File: src/rtl/c499_clk_op_ff_pnr_pkg.sv
// c499_clk_op_ff_pnr_pkg
//   Shared definitions for the registered c499 SEC decoder:
//   - the registered input bundle (data, check bits, check enable)
//   - the 32x8 column table as one-hot/pair selects
//   - col_mask(): the weight-3 syndrome column of data bit k
//
//   Port numbering: data bit d[k] is primary input N(1+4k), check bit c[j]
//   is N(129+j), the enable R is N137 and corrected bit k drives
//   Qout_N(724+k).
package c499_clk_op_ff_pnr_pkg;

    localparam int unsigned NUM_DATA  = 32;
    localparam int unsigned NUM_CHECK = 8;

    typedef struct packed {
        logic [NUM_DATA-1:0]  d;
        logic [NUM_CHECK-1:0] c;
        logic                 r;
    } c499_in_t;

    // Pair selects indexed by (k%16)/4. Lower half of the data word pairs
    // S4/S5 with S6/S7; upper half pairs S0/S1 with S2/S3.
    localparam logic [7:0] PAIR_LO [4] = '{8'h50, 8'h90, 8'h60, 8'hA0};
    localparam logic [7:0] PAIR_HI [4] = '{8'h05, 8'h09, 8'h06, 8'h0A};

    // One-hot select: S(k%4) for the lower half, S(4+k%4) for the upper half.
    function automatic logic [7:0] col_mask(input logic [4:0] k);
        logic [1:0] row;
        logic [1:0] grp;
        logic [7:0] m;
        row = k[1:0];
        grp = k[3:2];
        if (k[4]) begin
            m = (8'h10 << row) | PAIR_HI[grp];
        end else begin
            m = (8'h01 << row) | PAIR_LO[grp];
        end
        return m;
    endfunction

endpackage

File: src/rtl/c499_sec_core.sv
// c499_sec_core
//   Purely combinational c499 single-error-correcting decoder.
//   Ports:
//     d_i [31:0]  data bits
//     c_i [7:0]   received check bits
//     r_i         check-bit enable
//     g_o [7:0]   gated check bits c & R
//     s_o [7:0]   syndrome
//     f_o [31:0]  flip mask (one-hot on an exact column match, else zero)
//     o_o [31:0]  corrected data d ^ f
module c499_sec_core
    import c499_clk_op_ff_pnr_pkg::*;
(
    input  logic [NUM_DATA-1:0]  d_i,
    input  logic [NUM_CHECK-1:0] c_i,
    input  logic                 r_i,
    output logic [NUM_CHECK-1:0] g_o,
    output logic [NUM_CHECK-1:0] s_o,
    output logic [NUM_DATA-1:0]  f_o,
    output logic [NUM_DATA-1:0]  o_o
);

    logic [NUM_CHECK-1:0] gate;
    logic [NUM_CHECK-1:0] syn;
    logic [NUM_DATA-1:0]  flip;

    // The syndrome is the gated check bits XORed with the column of every
    // set data bit; this reproduces the per-bit parity trees exactly.
    always_comb begin
        gate = c_i & {NUM_CHECK{r_i}};
        syn  = gate;
        flip = '0;
        for (int unsigned k = 0; k < NUM_DATA; k++) begin
            if (d_i[k]) begin
                syn = syn ^ col_mask(5'(k));
            end
        end
        for (int unsigned k = 0; k < NUM_DATA; k++) begin
            flip[k] = (syn == col_mask(5'(k)));
        end
    end

    assign g_o = gate;
    assign s_o = syn;
    assign f_o = flip;
    assign o_o = d_i ^ flip;

endmodule

File: src/rtl/c499_clk_op_ff_pnr.sv
// c499_clk_op_ff_pnr
//   Two-stage registered wrapper around the c499 SEC decoder.
//   Ports:
//     clk                 rising-edge clock
//     N1..N125 (step 4)   data bits d[k] = N(1+4k)
//     N129..N136          check bits c[j]
//     N137                check-bit enable R
//     IN_N*               stage-1 registered copies of the inputs
//     Qout_N724..N755     stage-2 registered corrected data, bit k at 724+k
//     nn1..nn8            syndrome S0..S7
//     nn9..nn40           flip mask f0..f31
//     nn41..nn48          gated check bits c[j] & R
//     nn49                OR of the syndrome
//     reset_n             asynchronous active-low reset for every flop
//   Input sampled at edge t appears on IN_N*/nn* after t and on Qout after t+1.
module c499_clk_op_ff_pnr
    import c499_clk_op_ff_pnr_pkg::*;
(
    input  logic clk,
    input  logic N1, N5, N9, N13, N17, N21, N25, N29,
    input  logic N33, N37, N41, N45, N49, N53, N57, N61,
    input  logic N65, N69, N73, N77, N81, N85, N89, N93,
    input  logic N97, N101, N105, N109, N113, N117, N121, N125,
    input  logic N129, N130, N131, N132, N133, N134, N135, N136,
    input  logic N137,
    output logic IN_N1, IN_N5, IN_N9, IN_N13, IN_N17, IN_N21, IN_N25, IN_N29,
    output logic IN_N33, IN_N37, IN_N41, IN_N45, IN_N49, IN_N53, IN_N57, IN_N61,
    output logic IN_N65, IN_N69, IN_N73, IN_N77, IN_N81, IN_N85, IN_N89, IN_N93,
    output logic IN_N97, IN_N101, IN_N105, IN_N109, IN_N113, IN_N117, IN_N121, IN_N125,
    output logic IN_N129, IN_N130, IN_N131, IN_N132, IN_N133, IN_N134, IN_N135, IN_N136,
    output logic IN_N137,
    output logic Qout_N724, Qout_N725, Qout_N726, Qout_N727,
    output logic Qout_N728, Qout_N729, Qout_N730, Qout_N731,
    output logic Qout_N732, Qout_N733, Qout_N734, Qout_N735,
    output logic Qout_N736, Qout_N737, Qout_N738, Qout_N739,
    output logic Qout_N740, Qout_N741, Qout_N742, Qout_N743,
    output logic Qout_N744, Qout_N745, Qout_N746, Qout_N747,
    output logic Qout_N748, Qout_N749, Qout_N750, Qout_N751,
    output logic Qout_N752, Qout_N753, Qout_N754, Qout_N755,
    output logic nn1, nn2, nn3, nn4, nn5, nn6, nn7, nn8,
    output logic nn9, nn10, nn11, nn12, nn13, nn14, nn15, nn16,
    output logic nn17, nn18, nn19, nn20, nn21, nn22, nn23, nn24,
    output logic nn25, nn26, nn27, nn28, nn29, nn30, nn31, nn32,
    output logic nn33, nn34, nn35, nn36, nn37, nn38, nn39, nn40,
    output logic nn41, nn42, nn43, nn44, nn45, nn46, nn47, nn48,
    output logic nn49,
    input  logic reset_n
);

    c499_in_t             in_d, in_q;
    logic [NUM_DATA-1:0]  q_d, q_q;
    logic [NUM_CHECK-1:0] gate, syn;
    logic [NUM_DATA-1:0]  flip, corr;

    // Scalar inputs gathered into the stage-1 bundle.
    assign in_d.d = {N125, N121, N117, N113, N109, N105, N101, N97,
                     N93,  N89,  N85,  N81,  N77,  N73,  N69,  N65,
                     N61,  N57,  N53,  N49,  N45,  N41,  N37,  N33,
                     N29,  N25,  N21,  N17,  N13,  N9,   N5,   N1};
    assign in_d.c = {N136, N135, N134, N133, N132, N131, N130, N129};
    assign in_d.r = N137;

    always_ff @(posedge clk or negedge reset_n) begin
        if (!reset_n) begin
            in_q <= '0;
            q_q  <= '0;
        end else begin
            in_q <= in_d;
            q_q  <= q_d;
        end
    end

    c499_sec_core u_core (
        .d_i (in_q.d),
        .c_i (in_q.c),
        .r_i (in_q.r),
        .g_o (gate),
        .s_o (syn),
        .f_o (flip),
        .o_o (corr)
    );

    assign q_d = corr;

    assign {IN_N125, IN_N121, IN_N117, IN_N113, IN_N109, IN_N105, IN_N101, IN_N97,
            IN_N93,  IN_N89,  IN_N85,  IN_N81,  IN_N77,  IN_N73,  IN_N69,  IN_N65,
            IN_N61,  IN_N57,  IN_N53,  IN_N49,  IN_N45,  IN_N41,  IN_N37,  IN_N33,
            IN_N29,  IN_N25,  IN_N21,  IN_N17,  IN_N13,  IN_N9,   IN_N5,   IN_N1} = in_q.d;
    assign {IN_N136, IN_N135, IN_N134, IN_N133, IN_N132, IN_N131, IN_N130, IN_N129} = in_q.c;
    assign IN_N137 = in_q.r;

    assign {Qout_N755, Qout_N754, Qout_N753, Qout_N752, Qout_N751, Qout_N750, Qout_N749, Qout_N748,
            Qout_N747, Qout_N746, Qout_N745, Qout_N744, Qout_N743, Qout_N742, Qout_N741, Qout_N740,
            Qout_N739, Qout_N738, Qout_N737, Qout_N736, Qout_N735, Qout_N734, Qout_N733, Qout_N732,
            Qout_N731, Qout_N730, Qout_N729, Qout_N728, Qout_N727, Qout_N726, Qout_N725, Qout_N724} = q_q;

    assign {nn8, nn7, nn6, nn5, nn4, nn3, nn2, nn1} = syn;
    assign {nn40, nn39, nn38, nn37, nn36, nn35, nn34, nn33,
            nn32, nn31, nn30, nn29, nn28, nn27, nn26, nn25,
            nn24, nn23, nn22, nn21, nn20, nn19, nn18, nn17,
            nn16, nn15, nn14, nn13, nn12, nn11, nn10, nn9} = flip;
    assign {nn48, nn47, nn46, nn45, nn44, nn43, nn42, nn41} = gate;
    assign nn49 = |syn;

endmodule

File: config.mk
export PLATFORM = sky130hd
export DESIGN_NAME = c499_clk_op_ff_pnr
export DESIGN_NICKNAME = d
export VERILOG_FILES = /design/src/rtl/c499_clk_op_ff_pnr_pkg.sv /design/src/rtl/c499_sec_core.sv /design/src/rtl/c499_clk_op_ff_pnr.sv
export SDC_FILE = /design/constraint.sdc
export NUM_CORES = 1
export LEC_CHECK = 0
export ABC_AREA = 1
export CORE_ASPECT_RATIO = 2
export CORE_UTILIZATION = 40
export DETAILED_ROUTE_END_ITERATION = 10
export GPL_TIMING_DRIVEN = 0
export PLACE_DENSITY = 0.74
export REMOVE_ABC_BUFFERS = 1
export SLEW_MARGIN = 20
export SYNTH_ARGS = -nofsm -noshare
export SYNTH_HDL_FRONTEND = slang
export SYNTH_SLANG_ARGS = --single-unit
File: constraint.sdc
create_clock -name clk -period 2.4 [get_ports clk]
set_input_delay 0.24 -clock clk [delete_from_list [all_inputs] [get_ports clk]]
set_output_delay 0.24 -clock clk [all_outputs]
set_load 0.005 [all_outputs]
### Word-level counts from Yosys, hierarchy flattened

Cells that the tools add are included.

| storage, ports and cells | value |
|---|---|
| output and inout bits | 122 |
| logic and storage cells | 135 |
| flip-flop bits (word level) | 73 |
| input bits | 43 |

| operators by class | value |
|---|---|
| reduce and logical (&&, ||, !) cells | 1 |
| multiplexer cells | 64 |
| equality and inequality tests | 32 |
| bitwise operators | 34 |

Operator list:

| operator | count |
|---|---|
| two-way mux 8 bit | 64 |
| bitwise XOR 8 bit | 32 |
| == test 8 x 7 -> 1 bit, second input constant | 12 |
| == test 8 bit, second input constant | 12 |
| == test 8 x 5 -> 1 bit, second input constant | 4 |
| == test 8 x 6 -> 1 bit, second input constant | 4 |
| bitwise XOR 32 bit | 1 |
| bitwise AND 8 bit | 1 |
| OR reduction 8 bit | 1 |

### Longest topological paths before layout

| logic depth | value |
|---|---|
| depth after elaboration | 67 |
| gate-level depth with buffers | 16 |
| gate-level depth less buffers | 16 |

### Modules after synthesis

A second synthesis with hierarchy kept.

| second synthesis, totals | value |
|---|---|
| cells, all modules | 690 |
| area total of the unflattened synthesis | 4509.3 um2 |

Modules (own cells, without submodules):

| module | area an instance (um2) | seq. area each (um2) | cells each | instances |
|---|---|---|---|---|
| c499_sec_core | 2626.3 | 0.0 | 602 | 1 |
| c499_clk_op_ff_pnr | 1883.1 | 1826.8 | 88 | 1 |

### Least setup slack after synthesis

OpenSTA, ideal clock, no wires.

| path | value |
|---|---|
| path type | register to output |
| start point | reg in_q, in the netlist IN_N37 |
| end point | out nn13 |
| required time | 2.160 ns |
| data arrival time | 1.603 ns |
| stages on the path, launching flop included | 14 |
| slack | 0.557 ns |
| path buffers | 1 |
| cells stage by stage | dfrtp_1 > buf_2 > inv_1 > nand2_1 > nand2_1 > nand3_1 > nand2_1 > nand2_1 > nand2_2 > xor2_2 > nand2_2 > nor2_4 > nand2_1 > inv_1 |

| between the ends | value |
|---|---|
| word-level cells in the longest chain between the ends | 46 |

RTL lines:

| element | line | RTL |
|---|---|---|
| from (decl) | c499_clk_op_ff_pnr.sv:50 | `c499_in_t in_d, in_q;` |
| from (signal assigned) | c499_clk_op_ff_pnr.sv:68 | `in_q <= in_d;` |
| two-way mux 8 bit (*) | c499_sec_core.sv:34 | `if (d_i[k]) begin` |
| bitwise XOR 8 bit | c499_sec_core.sv:35 | `syn = syn ^ col_mask(5'(k));` |
| two-way mux 8 bit (*) | c499_sec_core.sv:34 |  |
| bitwise XOR 8 bit | c499_sec_core.sv:35 |  |
| two-way mux 8 bit (*) | c499_sec_core.sv:34 |  |
| bitwise XOR 8 bit | c499_sec_core.sv:35 |  |
| two-way mux 8 bit (*) | c499_sec_core.sv:34 |  |
| bitwise XOR 8 bit | c499_sec_core.sv:35 |  |
| [30 not listed] | n/a |  |
| two-way mux 8 bit (*) | c499_sec_core.sv:34 |  |
| bitwise XOR 8 bit | c499_sec_core.sv:35 |  |
| two-way mux 8 bit (*) | c499_sec_core.sv:34 |  |
| bitwise XOR 8 bit | c499_sec_core.sv:35 |  |
| two-way mux 8 bit (*) | c499_sec_core.sv:34 |  |
| bitwise XOR 8 bit | c499_sec_core.sv:35 |  |
| two-way mux 8 bit (*) | c499_sec_core.sv:34 |  |
| == test 8 bit (*) | c499_sec_core.sv:39 | `flip[k] = (syn == col_mask(5'(k)));` |
| to (decl) | c499_clk_op_ff_pnr.sv:41 | `output logic nn9, nn10, nn11, nn12, nn13, nn14, nn15, nn16,` |

Every way passes the cells marked *; elsewhere a longest branch is shown, timed or not.

### Worst setup path after layout

| path | value |
|---|---|
| start point | reg in_q, in the netlist IN_N121 |
| end point | out nn36 |

| between the ends | value |
|---|---|
| word-level cells in the longest chain between the ends | 4 |

RTL lines:

| element | line | RTL |
|---|---|---|
| two-way mux 8 bit (*) | c499_sec_core.sv:34 |  |
| bitwise XOR 8 bit | c499_sec_core.sv:35 |  |
| two-way mux 8 bit (*) | c499_sec_core.sv:34 |  |
| == test 8 bit (*) | c499_sec_core.sv:39 |  |
| to (decl) | c499_clk_op_ff_pnr.sv:44 | `output logic nn33, nn34, nn35, nn36, nn37, nn38, nn39, nn40,` |

Marked as above.

==> impl_metrics.tcl <==
set metrics [dict create \
    setup_viol_count_final 36 \
    synthCells 644 \
    reg2reg_setup_slack_ps -60 \
    firstDrtPassIters 6 \
    dp.cells 940 \
    wl_per_cell_um 20.3 \
    grt_pass1_wl_um 28600 \
    max_cap_violations 0 \
    overflow 0 \
    ys_seq_elements 73 \
    total_leakage_power_nw 4.97 \
    fmax_mhz 357 \
    cts.sinks 73 \
    largest_register_ffs 32 \
    largest_register "q_q" \
    worst_hold_path.endpoint "IN_N121$_DFF_PN0_" \
    final_max_slew_viol_count 0 \
    seqCellArea_um2 1870 \
    final-instance-count-excl-fill 1119 \
    h-tree-depth 3 \
    max-slew-margin-rel_pct 68.1 \
    dieWidth_um 76.0 \
    grt_max_degree 41 \
    multiInputGateArea_um2 3110 \
    rsz0062_at_grt "yes" \
    violations "negative setup slack" \
    critPathRequiredTime_ps 2160 \
    cts_tree "built" \
    layout_min_cycle_time_ps 2800 \
    worstHoldStart "N121" \
    path_clk_slew_ps 60 \
    grt_antenna_before_repair 0 \
    area_growth_pct 107 \
    worst-r2r-cell-count 15 \
    r2r_start "IN_N121$_DFF_PN0_" \
    coreArea_um2 10600 \
    clockBufferDepth 2 \
    hold_violations 0 \
    criticalPathCategory "flop to output pin" \
    cp-start-kind "flop" \
    drtAntennaViolNets 0 \
    die_h_um 150 \
    status "finished, violations left" \
    syn_area_um2 4380 \
    drtIter0Drc 331 \
    syn_avg_cell_area_um2 6.80 \
    avgViaCountPerCell 5.31 \
    path_max_fanout 7 \
    worst-endpoint-arrival_ps 2560 \
    place_area_um2 6180 \
    io_pins 165 \
    fillers 584 \
    stdcell_area_um2 9090 \
    cts-root-buf "clkbuf_16" \
    ir_worst_vdd_mv 0.485 \
    dieArea_um2 11400 \
    rr_endpoint "q_q[25]$_DFF_PN0_" \
    dp_hpwl_um 12700 \
    synth-seq-area-share_pct 41.7 \
    period_share_pct 117 \
    final_layout_size_suffix_gt1_share_pct 55.4 \
    row_count 53 \
    globalRouteTotalUtil_pct 33.7 \
    fin_skew_ps 11.3 \
    place_congestion 0.892 \
    min_path_type "input port to flop" \
    power_per_cell_area_nw_per_um2 535 \
    critPathCaptureType "output pin" \
    insertion_delay_ps 340 \
    numPortBuffers 164 \
    vias 5938 \
    yosysWarningCount 0 \
    nNetsFinal 1019 \
    numCtsBuffers 9 \
    min_path_cells 1 \
    setup_ws_ps -401 \
    worstMarginPinSlew_ps 479 \
    synth_cell_type_count 20 \
    drc 0 \
    start_util_pct 41.3 \
    routed_wl_um 22700 \
    first_global_vias 5432 \
]
==> cell usage in the layout, fill, tap and decap left out, types with 2 or more instances in the layout <==
master,n
nand2_1,173
clkdlybuf4s50_1,122
nand2_2,111
buf_4,87
buf_6,71
inv_2,61
nand2_4,56
nand3_1,45
dfrtp_1,42
dfrtp_2,31
inv_1,28
nor2_4,21
nand3_2,20
buf_2,17
buf_12,14
clkbuf_16,9
inv_4,8
dlygate4sd2_1,8
nand3_4,7
buf_8,7
nand4_1,6
nor2_2,6
xnor2_1,4
xor2_1,3
nand3b_1,3
xor2_2,2
xnor2_2,2
clkinvlp_4,2
nor2_1,2
nand2_8,2
bufinv_16,2
==> area by class of cell <==
class                      count  area share, %
antenna                        1         0.0275
clock buffer                  10           2.52
clock inverter                 6          0.991
inverter                      98           4.31
multi-input combinational    467           34.3
sequential                    73           20.5
tap                          137           1.89
timing repair buffer         327           35.5
==> worst max path at each step <==
stage | from | end | cells past startpoint
6_report | IN_N121$_DFF_PN0_ | nn36 | 14
5_1_grt | IN_N121$_DFF_PN0_ | nn36 | 14
4_1_cts | IN_N137$_DFF_PN0_ | nn18 | 16
3_5_place_dp | IN_N137$_DFF_PN0_ | nn14 | 14
3_3_place_gp | reset_n | IN_N65$_DFF_PN0_ | 1
2_1_floorplan | IN_N137$_DFF_PN0_ | nn13 | 14
==> cells in the mapped netlist <==
master | count | area share [%]
nand2_1 | 326 | 28
inv_1 | 83 | 7.1
dfrtp_1 | 73 | 42
nand3_1 | 68 | 7.8
nor2_4 | 17 | 4.4
nand2_2 | 16 | 2.3
inv_2 | 15 | 1.3
nor2_1 | 12 | 1.0
xnor2_1 | 7 | 1.4
nand4_1 | 6 | 0.86
xor2_1 | 5 | 1.0
buf_2 | 3 | 0.34
nand3_2 | 3 | 0.69
nand3b_1 | 3 | 0.51
clkbuf_2 | 2 | 0.23
buf_4 | 1 | 0.17
nand3_4 | 1 | 0.40
nand3b_4 | 1 | 0.46
o21ai_0 | 1 | 0.11
xor2_2 | 1 | 0.37
==> metrics by stage <==
stage	setup TNS [ps]	util (%)	total power, W	setup slack (ps)	hold WS [ps]
after floorplan	0	-	0.00196	502	-55.6
after global placement	-118900	58.1	0.00245	-1360	546
after detailed placement	-25190	58.2	0.00247	-742	224
after CTS	-8300	73.5	0.00438	-351	324
after global routing	-14360	85.6	0.00500	-524	330
final	-10280	85.7	0.00487	-401	329
==> worst max-delay path, cell delays in order (launching register included) <==
cell,delay [ps]
dfrtp_2,420
clkinvlp_4,190
nand2_1,120
nand3_1,160
nand2_1,110
nand2_1,60
nand2_2,110
inv_1,90
nand2_4,130
nand3_4,140
buf_6,150
nor2_4,240
nand2_2,90
inv_1,70
buf_2,130
==> layer usage <==
metal,vias to the layer above,GRT usage [%],share of wire [%]
li1,2613,-,-
met1,2860,31.0,31
met2,330,65.0,54
met3,135,4.76,5.1
met4,0,26.7,9.9
met5,-,0,0
==> timing repair <==
action | CTS | global route
setup buffers | 123 | 78
hold buffers | 1 | 0
endpoints found under the hold margin | 33 | 0
pin swaps | 72 | 104
gates resized for setup | 328 | 264
setup endpoints to repair | 73 | 52
==> power by group <==
part           switching, W  leakage [nW]  total [W]  internal (W)
Combinational       0.00107          4.00    0.00199      0.000928
Sequential        0.0000898         0.820    0.00139       0.00130
Clock              0.000567         0.153    0.00148      0.000915
Total               0.00172          4.97    0.00487       0.00314
==> cells by family after synthesis <==
group | count (synthesis) | synth area share, %
flip-flops | 73 | 41.7
buffers and inverters | 104 | 9.14
AND/OR/NAND/NOR | 453 | 46.3
XOR/XNOR | 13 | 2.77
AO/OA/AOI/OAI | 1 | 0.114
Note: power is estimated with default switching activity, not from simulation.
